<file path="src/rtl/ram_arbiter.sv">
// ---------------------------------------------------------------------------
// ram_arbiter
//
// Two-port arbiter and sequencer in front of a single-port on-chip RAM with
// registered read data.
// Port 0 is the CPU memory interface. Port 1 is the loader/debug (UART)
// interface. Requests are served one at a time through a four-state
// sequence: IDLE -> ACCESS -> CAPTURE -> RESP. Each result is returned to the
// winning port with a one-cycle acknowledge pulse. Every output is a
// register.
//
// Optional build macro:
//   RAM_ARB_ROUND_ROBIN_EN  - when defined, simultaneous requests are granted
//                             to the port that was not granted last. When
//                             undefined, port 0 always has fixed priority.
//
// Ports:
//   clk               system clock, rising edge
//   reset_n           asynchronous active-low reset
//   req0/we0/addr0/wdata0 -> ack0/rdata0   port 0 (CPU) request / response
//   req1/we1/addr1/wdata1 -> ack1/rdata1   port 1 (loader) request / response
//   ram_address, ram_data_in, ram_write_enable   drive the RAM
//   ram_data_out      registered RAM read data (1-cycle latency)
// ---------------------------------------------------------------------------
module ram_arbiter #(
    parameter int ADDR_WIDTH = 6,
    parameter int DATA_WIDTH = 8
) (
    input  logic                  clk,
    input  logic                  reset_n,

    input  logic                  req0,
    input  logic                  we0,
    input  logic [ADDR_WIDTH-1:0] addr0,
    input  logic [DATA_WIDTH-1:0] wdata0,
    output logic                  ack0,
    output logic [DATA_WIDTH-1:0] rdata0,

    input  logic                  req1,
    input  logic                  we1,
    input  logic [ADDR_WIDTH-1:0] addr1,
    input  logic [DATA_WIDTH-1:0] wdata1,
    output logic                  ack1,
    output logic [DATA_WIDTH-1:0] rdata1,

    output logic [ADDR_WIDTH-1:0] ram_address,
    output logic [DATA_WIDTH-1:0] ram_data_in,
    output logic                  ram_write_enable,
    input  logic [DATA_WIDTH-1:0] ram_data_out
);

    typedef enum logic [1:0] {
        IDLE    = 2'd0,
        ACCESS  = 2'd1,
        CAPTURE = 2'd2,
        RESP    = 2'd3
    } state_t;

    state_t state, state_d;

    // grant: port currently being served (0 or 1).
    // op_write: remembers the kind of the current access after
    // ram_write_enable has been cleared.
    logic                  grant, grant_d;
    logic                  op_write, op_write_d;
    logic                  win;

    logic                  ack0_d, ack1_d;
    logic [DATA_WIDTH-1:0] rdata0_d, rdata1_d;
    logic [ADDR_WIDTH-1:0] ram_address_d;
    logic [DATA_WIDTH-1:0] ram_data_in_d;
    logic                  ram_write_enable_d;

`ifdef RAM_ARB_ROUND_ROBIN_EN
    logic                  last_grant, last_grant_d;
`endif

    // Winner selection. This only matters in IDLE when at least one request
    // is high.
    always_comb begin
        // NOTE: every signal written here gets a default first, so no path
        // through the block leaves it unassigned and infers a latch.
        win = 1'b0;
`ifdef RAM_ARB_ROUND_ROBIN_EN
        if (req0 && req1) win = ~last_grant;
        else              win = req1;
`else
        win = ~req0;
`endif
    end

    // Next-state and next-output logic.
    always_comb begin
        state_d            = state;
        grant_d            = grant;
        op_write_d         = op_write;
        ack0_d             = 1'b0;
        ack1_d             = 1'b0;
        rdata0_d           = rdata0;
        rdata1_d           = rdata1;
        ram_address_d      = ram_address;
        ram_data_in_d      = ram_data_in;
        ram_write_enable_d = ram_write_enable;
`ifdef RAM_ARB_ROUND_ROBIN_EN
        last_grant_d       = last_grant;
`endif

        unique case (state)
            IDLE: begin
                if (req0 || req1) begin
                    grant_d            = win;
`ifdef RAM_ARB_ROUND_ROBIN_EN
                    last_grant_d       = win;
`endif
                    ram_address_d      = win ? addr1  : addr0;
                    ram_data_in_d      = win ? wdata1 : wdata0;
                    ram_write_enable_d = win ? we1    : we0;
                    op_write_d         = win ? we1    : we0;
                    state_d            = ACCESS;
                end
            end
            ACCESS: begin
                // The RAM samples the access on the edge that leaves this
                // state, so the write enable is a single-cycle pulse.
                // ram_address keeps its value until the next grant.
                ram_write_enable_d = 1'b0;
                state_d            = CAPTURE;
            end
            CAPTURE: begin
                // Only the granted port is touched. The other port's
                // response registers hold their value.
                if (!op_write) begin
                    if (grant) rdata1_d = ram_data_out;
                    else       rdata0_d = ram_data_out;
                end
                if (grant) ack1_d = 1'b1;
                else       ack0_d = 1'b1;
                state_d = RESP;
            end
            RESP: begin
                // The ack defaults back to 0 on the edge that leaves RESP.
                state_d = IDLE;
            end
            default: state_d = IDLE;
        endcase
    end

    // State register.
    always_ff @(posedge clk or negedge reset_n) begin
        // NOTE: sequential state is updated only with non-blocking
        // assignments, so all registers sample their pre-edge inputs.
        if (!reset_n) state <= IDLE;
        else          state <= state_d;
    end

    // Datapath and output registers. Reset takes effect immediately, which
    // aborts any in-flight access and drops the write enable at once.
    always_ff @(posedge clk or negedge reset_n) begin
        if (!reset_n) begin
            grant            <= 1'b0;
            op_write         <= 1'b0;
            ack0             <= 1'b0;
            ack1             <= 1'b0;
            rdata0           <= '0;
            rdata1           <= '0;
            ram_address      <= '0;
            ram_data_in      <= '0;
            ram_write_enable <= 1'b0;
`ifdef RAM_ARB_ROUND_ROBIN_EN
            last_grant       <= 1'b1;
`endif
        end else begin
            grant            <= grant_d;
            op_write         <= op_write_d;
            ack0             <= ack0_d;
            ack1             <= ack1_d;
            rdata0           <= rdata0_d;
            rdata1           <= rdata1_d;
            ram_address      <= ram_address_d;
            ram_data_in      <= ram_data_in_d;
            ram_write_enable <= ram_write_enable_d;
`ifdef RAM_ARB_ROUND_ROBIN_EN
            last_grant       <= last_grant_d;
`endif
        end
    end

endmodule

</file>
<file path="config.mk">
export PLATFORM = sky130hd
export DESIGN_NAME = ram_arbiter
export DESIGN_NICKNAME = d
export VERILOG_FILES = /design/src/rtl/ram_arbiter.sv
export SDC_FILE = /design/constraint.sdc
export NUM_CORES = 1
export LEC_CHECK = 0
export ABC_AREA = 1
export CAP_MARGIN = 0
export CELL_PAD_IN_SITES_DETAIL_PLACEMENT = 0
export CELL_PAD_IN_SITES_GLOBAL_PLACEMENT = 1
export CORE_MARGIN = 3
export CORE_UTILIZATION = 30
export CTS_CLUSTER_SIZE = 8
export DETAILED_ROUTE_END_ITERATION = 12
export PLACE_DENSITY_LB_ADDON = 0.1
export REMOVE_ABC_BUFFERS = 1
export SLEW_MARGIN = 20
export SYNTH_ARGS = -nofsm -noshare
export SYNTH_HDL_FRONTEND = slang
export SYNTH_SLANG_ARGS = --single-unit
export TNS_END_PERCENT = 100
</file>
<file path="constraint.sdc">
create_clock -name clk -period 1.5 [get_ports clk]
set_input_delay 0.3 -clock clk [delete_from_list [all_inputs] [get_ports clk]]
set_output_delay 0.3 -clock clk [all_outputs]
set_load 0.03 [all_outputs]
</file>
==> results <==
==> flip-flops by register name, summed over array words and instances (netlist names) <==
name,cells
grant,1
ram_address,6
ram_write_enable,1
state,2
rdata0,8
ack1,1
ram_data_in,8
ack0,1
rdata1,8
op_write,1
==> cells in the mapped netlist <==
master     n  area (sq um)
nand3_1    3         15.01
dfrtp_1   37         925.9
o21ai_2    8         70.07
nor2_8     1         20.02
nand2_1  108         405.4
buf_2      1         5.000
nand2_2    4         25.02
nor2_4     1         11.26
o21ai_1    3         15.01
buf_6      4         45.04
inv_2      3         11.26
buf_12     1         20.02
nor2_2     1         6.260
inv_1     13         48.80
nand2_4    1         11.26
o21ai_4    1         16.27
ha_1       4         50.05
buf_4      1         7.510
o21ai_0    9         45.04
==> per-layer routing <==
metal | routed length (microns) | GRT usage (%) | part of all wire (%) | vias up
met4 | 31 | 5.482 | 0.77 | 0
met3 | 402 | 4.447 | 9.9 | 4
li1 | - | - | - | 788
met1 | 1808 | 15.54 | 45 | 647
met2 | 1798 | 19.95 | 44 | 58
met5 | 0 | 0 | 0 | -
==> worst min-delay path by stage <==
stage | start | to | slack, ps | cells past startpoint
3_5_place_dp | reset_n | rdata1[2]$_DFFE_PN0P_ | 240 | 1
3_3_place_gp | reset_n | rdata0[2]$_DFFE_PN0P_ | 230 | 1
5_1_grt | reset_n | rdata0[3]$_DFFE_PN0P_ | 490 | 2
4_1_cts | reset_n | rdata1[2]$_DFFE_PN0P_ | 460 | 2
2_1_floorplan | reset_n | ack0$_DFF_PN0_ | 4 | 0
6_report | reset_n | rdata0[2]$_DFFE_PN0P_ | 450 | 2
==> what timing repair did <==
action / CTS / global route
endpoints found under the hold margin: 14 / 0
hold buffers: 1 / 0
gates resized for setup: 33 / 2
setup endpoints to repair: 33 / 22
setup buffers: 0 / 0
==> kinds of logic after synthesis <==
family | count (synthesis) | share of synthesized area [%]
AND/OR/NAND/NOR | 119 | 28.17
AO/OA/AOI/OAI | 21 | 8.345
flip-flops | 37 | 52.78
adder cells (fa/ha/maj) | 4 | 2.853
buffers and inverters | 23 | 7.846
==> power breakdown <==
group | internal, mW | switching, mW
logic | 0.946 | 1.74
registers | 1.48 | 0.236
clock network | 0.322 | 0.342
total | 2.75 | 2.32
==> cell type report <==
type	instances	area, sq um
Inverter	16	60.06
Tap cell	72	90.09
Multi-Input combinational cell	144	698.2
Clock buffer	6	72.57
Fill cell	592	2940
Clock inverter	2	10.01
Timing Repair Buffer	83	777.0
Sequential cell	37	925.9
==> per-stage QoR <==
stage          worst slack (ps)  power, mW  hold WS (ps)  instance area (sq um)  util, %
6_report                  152.0      5.063         454.1                   2634    47.25
5_1_grt                   3.629      5.481         489.6                   2634    47.25
4_1_cts                   46.40      5.133         463.7                   2626    47.12
3_5_place_dp              15.81      4.756         235.6                   2575    46.20
3_3_place_gp              1.324      4.741         234.9                   2575    46.20
2_1_floorplan             233.0      3.461         4.409                   1677        -
==> results.sh <==
export IMPL_nets=333
export IMPL_place_inst=351
export IMPL_fmax_mhz=741.8
export IMPL_outcome="completed"
export IMPL_mostFrequentLayoutCells="108 x nand2_1, 40 x clkdlybuf4s50_1, 37 x dfrtp_1, 33 x dlygate4sd2_1, 13 x inv_1"
export IMPL_die_h_microns=82.47
export IMPL_crit_path_max_fanout=2
export IMPL_drive_above_1_share_pct=12.85
export IMPL_start_util_pct=31.47
export IMPL_drc=0
export IMPL_cp_depth=1
export IMPL_vias=1497
export IMPL_setup_viol=0
export IMPL_die_width_microns=82.47
export IMPL_slowest_stage="dlygate4sd2_1"
export IMPL_drv_slew=0
export IMPL_syn_avg_cell_area_sq_um=8.599
export IMPL_coreArea_sq_um=5574
export IMPL_crit_arrival_ps=1050
export IMPL_portBuffers=74
export IMPL_setup_worst_path_start="ram_data_in[5]$_DFFE_PN0P_"
export IMPL_grt_pass1_vias=1396
export IMPL_pin_count=75
export IMPL_hpwl_microns=3116
export IMPL_drt_pass1_iterations=4
export IMPL_tightest_slew_ps=364.0
export IMPL_worst_ep_required_time_ps=1200
export IMPL_crit_buf_inv=1
export IMPL_max_slew_margin_rel_pct=75.73
export IMPL_cp_endpoint="ram_data_in[5]"
export IMPL_ys_types=19
export IMPL_drtAntennaViolNets=0
export IMPL_clk_pin_slew_ps=70
export IMPL_end_kind="output port"
export IMPL_initialDrtViolationCount=25
export IMPL_rsz0062_at_grt="no"
export IMPL_max_vdd_ir_drop_mv=0.8007
export IMPL_final_hold_violation_count=0
export IMPL_netlist_area_sq_um=1754
export IMPL_clock_skew_ps=6.525
export IMPL_startpoint_type="register"
export IMPL_cts_sinks=37
export IMPL_hold_class="input port to asynchronous set/reset pin"
export IMPL_worstSkewPairLatency_ps=280
export IMPL_antenna_found_initial=0
export IMPL_cts_tree="yes"
export IMPL_grt_pass1_wl_microns=6486
export IMPL_post_route_period_util_pct=89.87
export IMPL_numCtsBuffers=5
export IMPL_critPathMaxStageDelay_ps=410
export IMPL_reg2reg_to="op_write$_DFFE_PN0P_"
export IMPL_worstPathCellList="dlygate4sd2_1"
export IMPL_die_area_sq_um=6800
export IMPL_clk_path_buf_depth=2
export IMPL_syn2layout_area_growth_pct=50.14
export IMPL_crit_type="register to output port"
export IMPL_wl_per_cell_microns=11.23
export IMPL_p_per_area_nw_per_um2=1922
export IMPL_r2r_start="state[1]$_DFFE_PN0P_"
export IMPL_grt_ovfl_total=0
export IMPL_layout_commonest_cell="nand2_1"
export IMPL_yosysWarnings=0
export IMPL_reg2reg_slack_ps=160
export IMPL_ys_seq_elements=37
export IMPL_grt_max_degree=24
export IMPL_insertedDiodeCount=0
export IMPL_power_static_leakage_nw=1.413
export IMPL_wl_microns=4042
export IMPL_seq_area_frac_synth_pct=52.78
export IMPL_fp_row_count=27
export IMPL_fin_cells=360
export IMPL_synthCells=204
export IMPL_crit_family="buffers and inverters"
export IMPL_root_buffer="clkbuf_8"
export IMPL_via_per_inst=4.158
export IMPL_reg2reg_depth=5
export IMPL_gp_congestion=0.7269
export IMPL_period_needed_ps=1348
export IMPL_fin_tns_setup_ps=0
export IMPL_ctsHtreeMaxLevel=2
export IMPL_maxCapViolations=0
export IMPL_grt_usage_pct=12.64
Note: power is estimated with default switching activity, not from simulation.
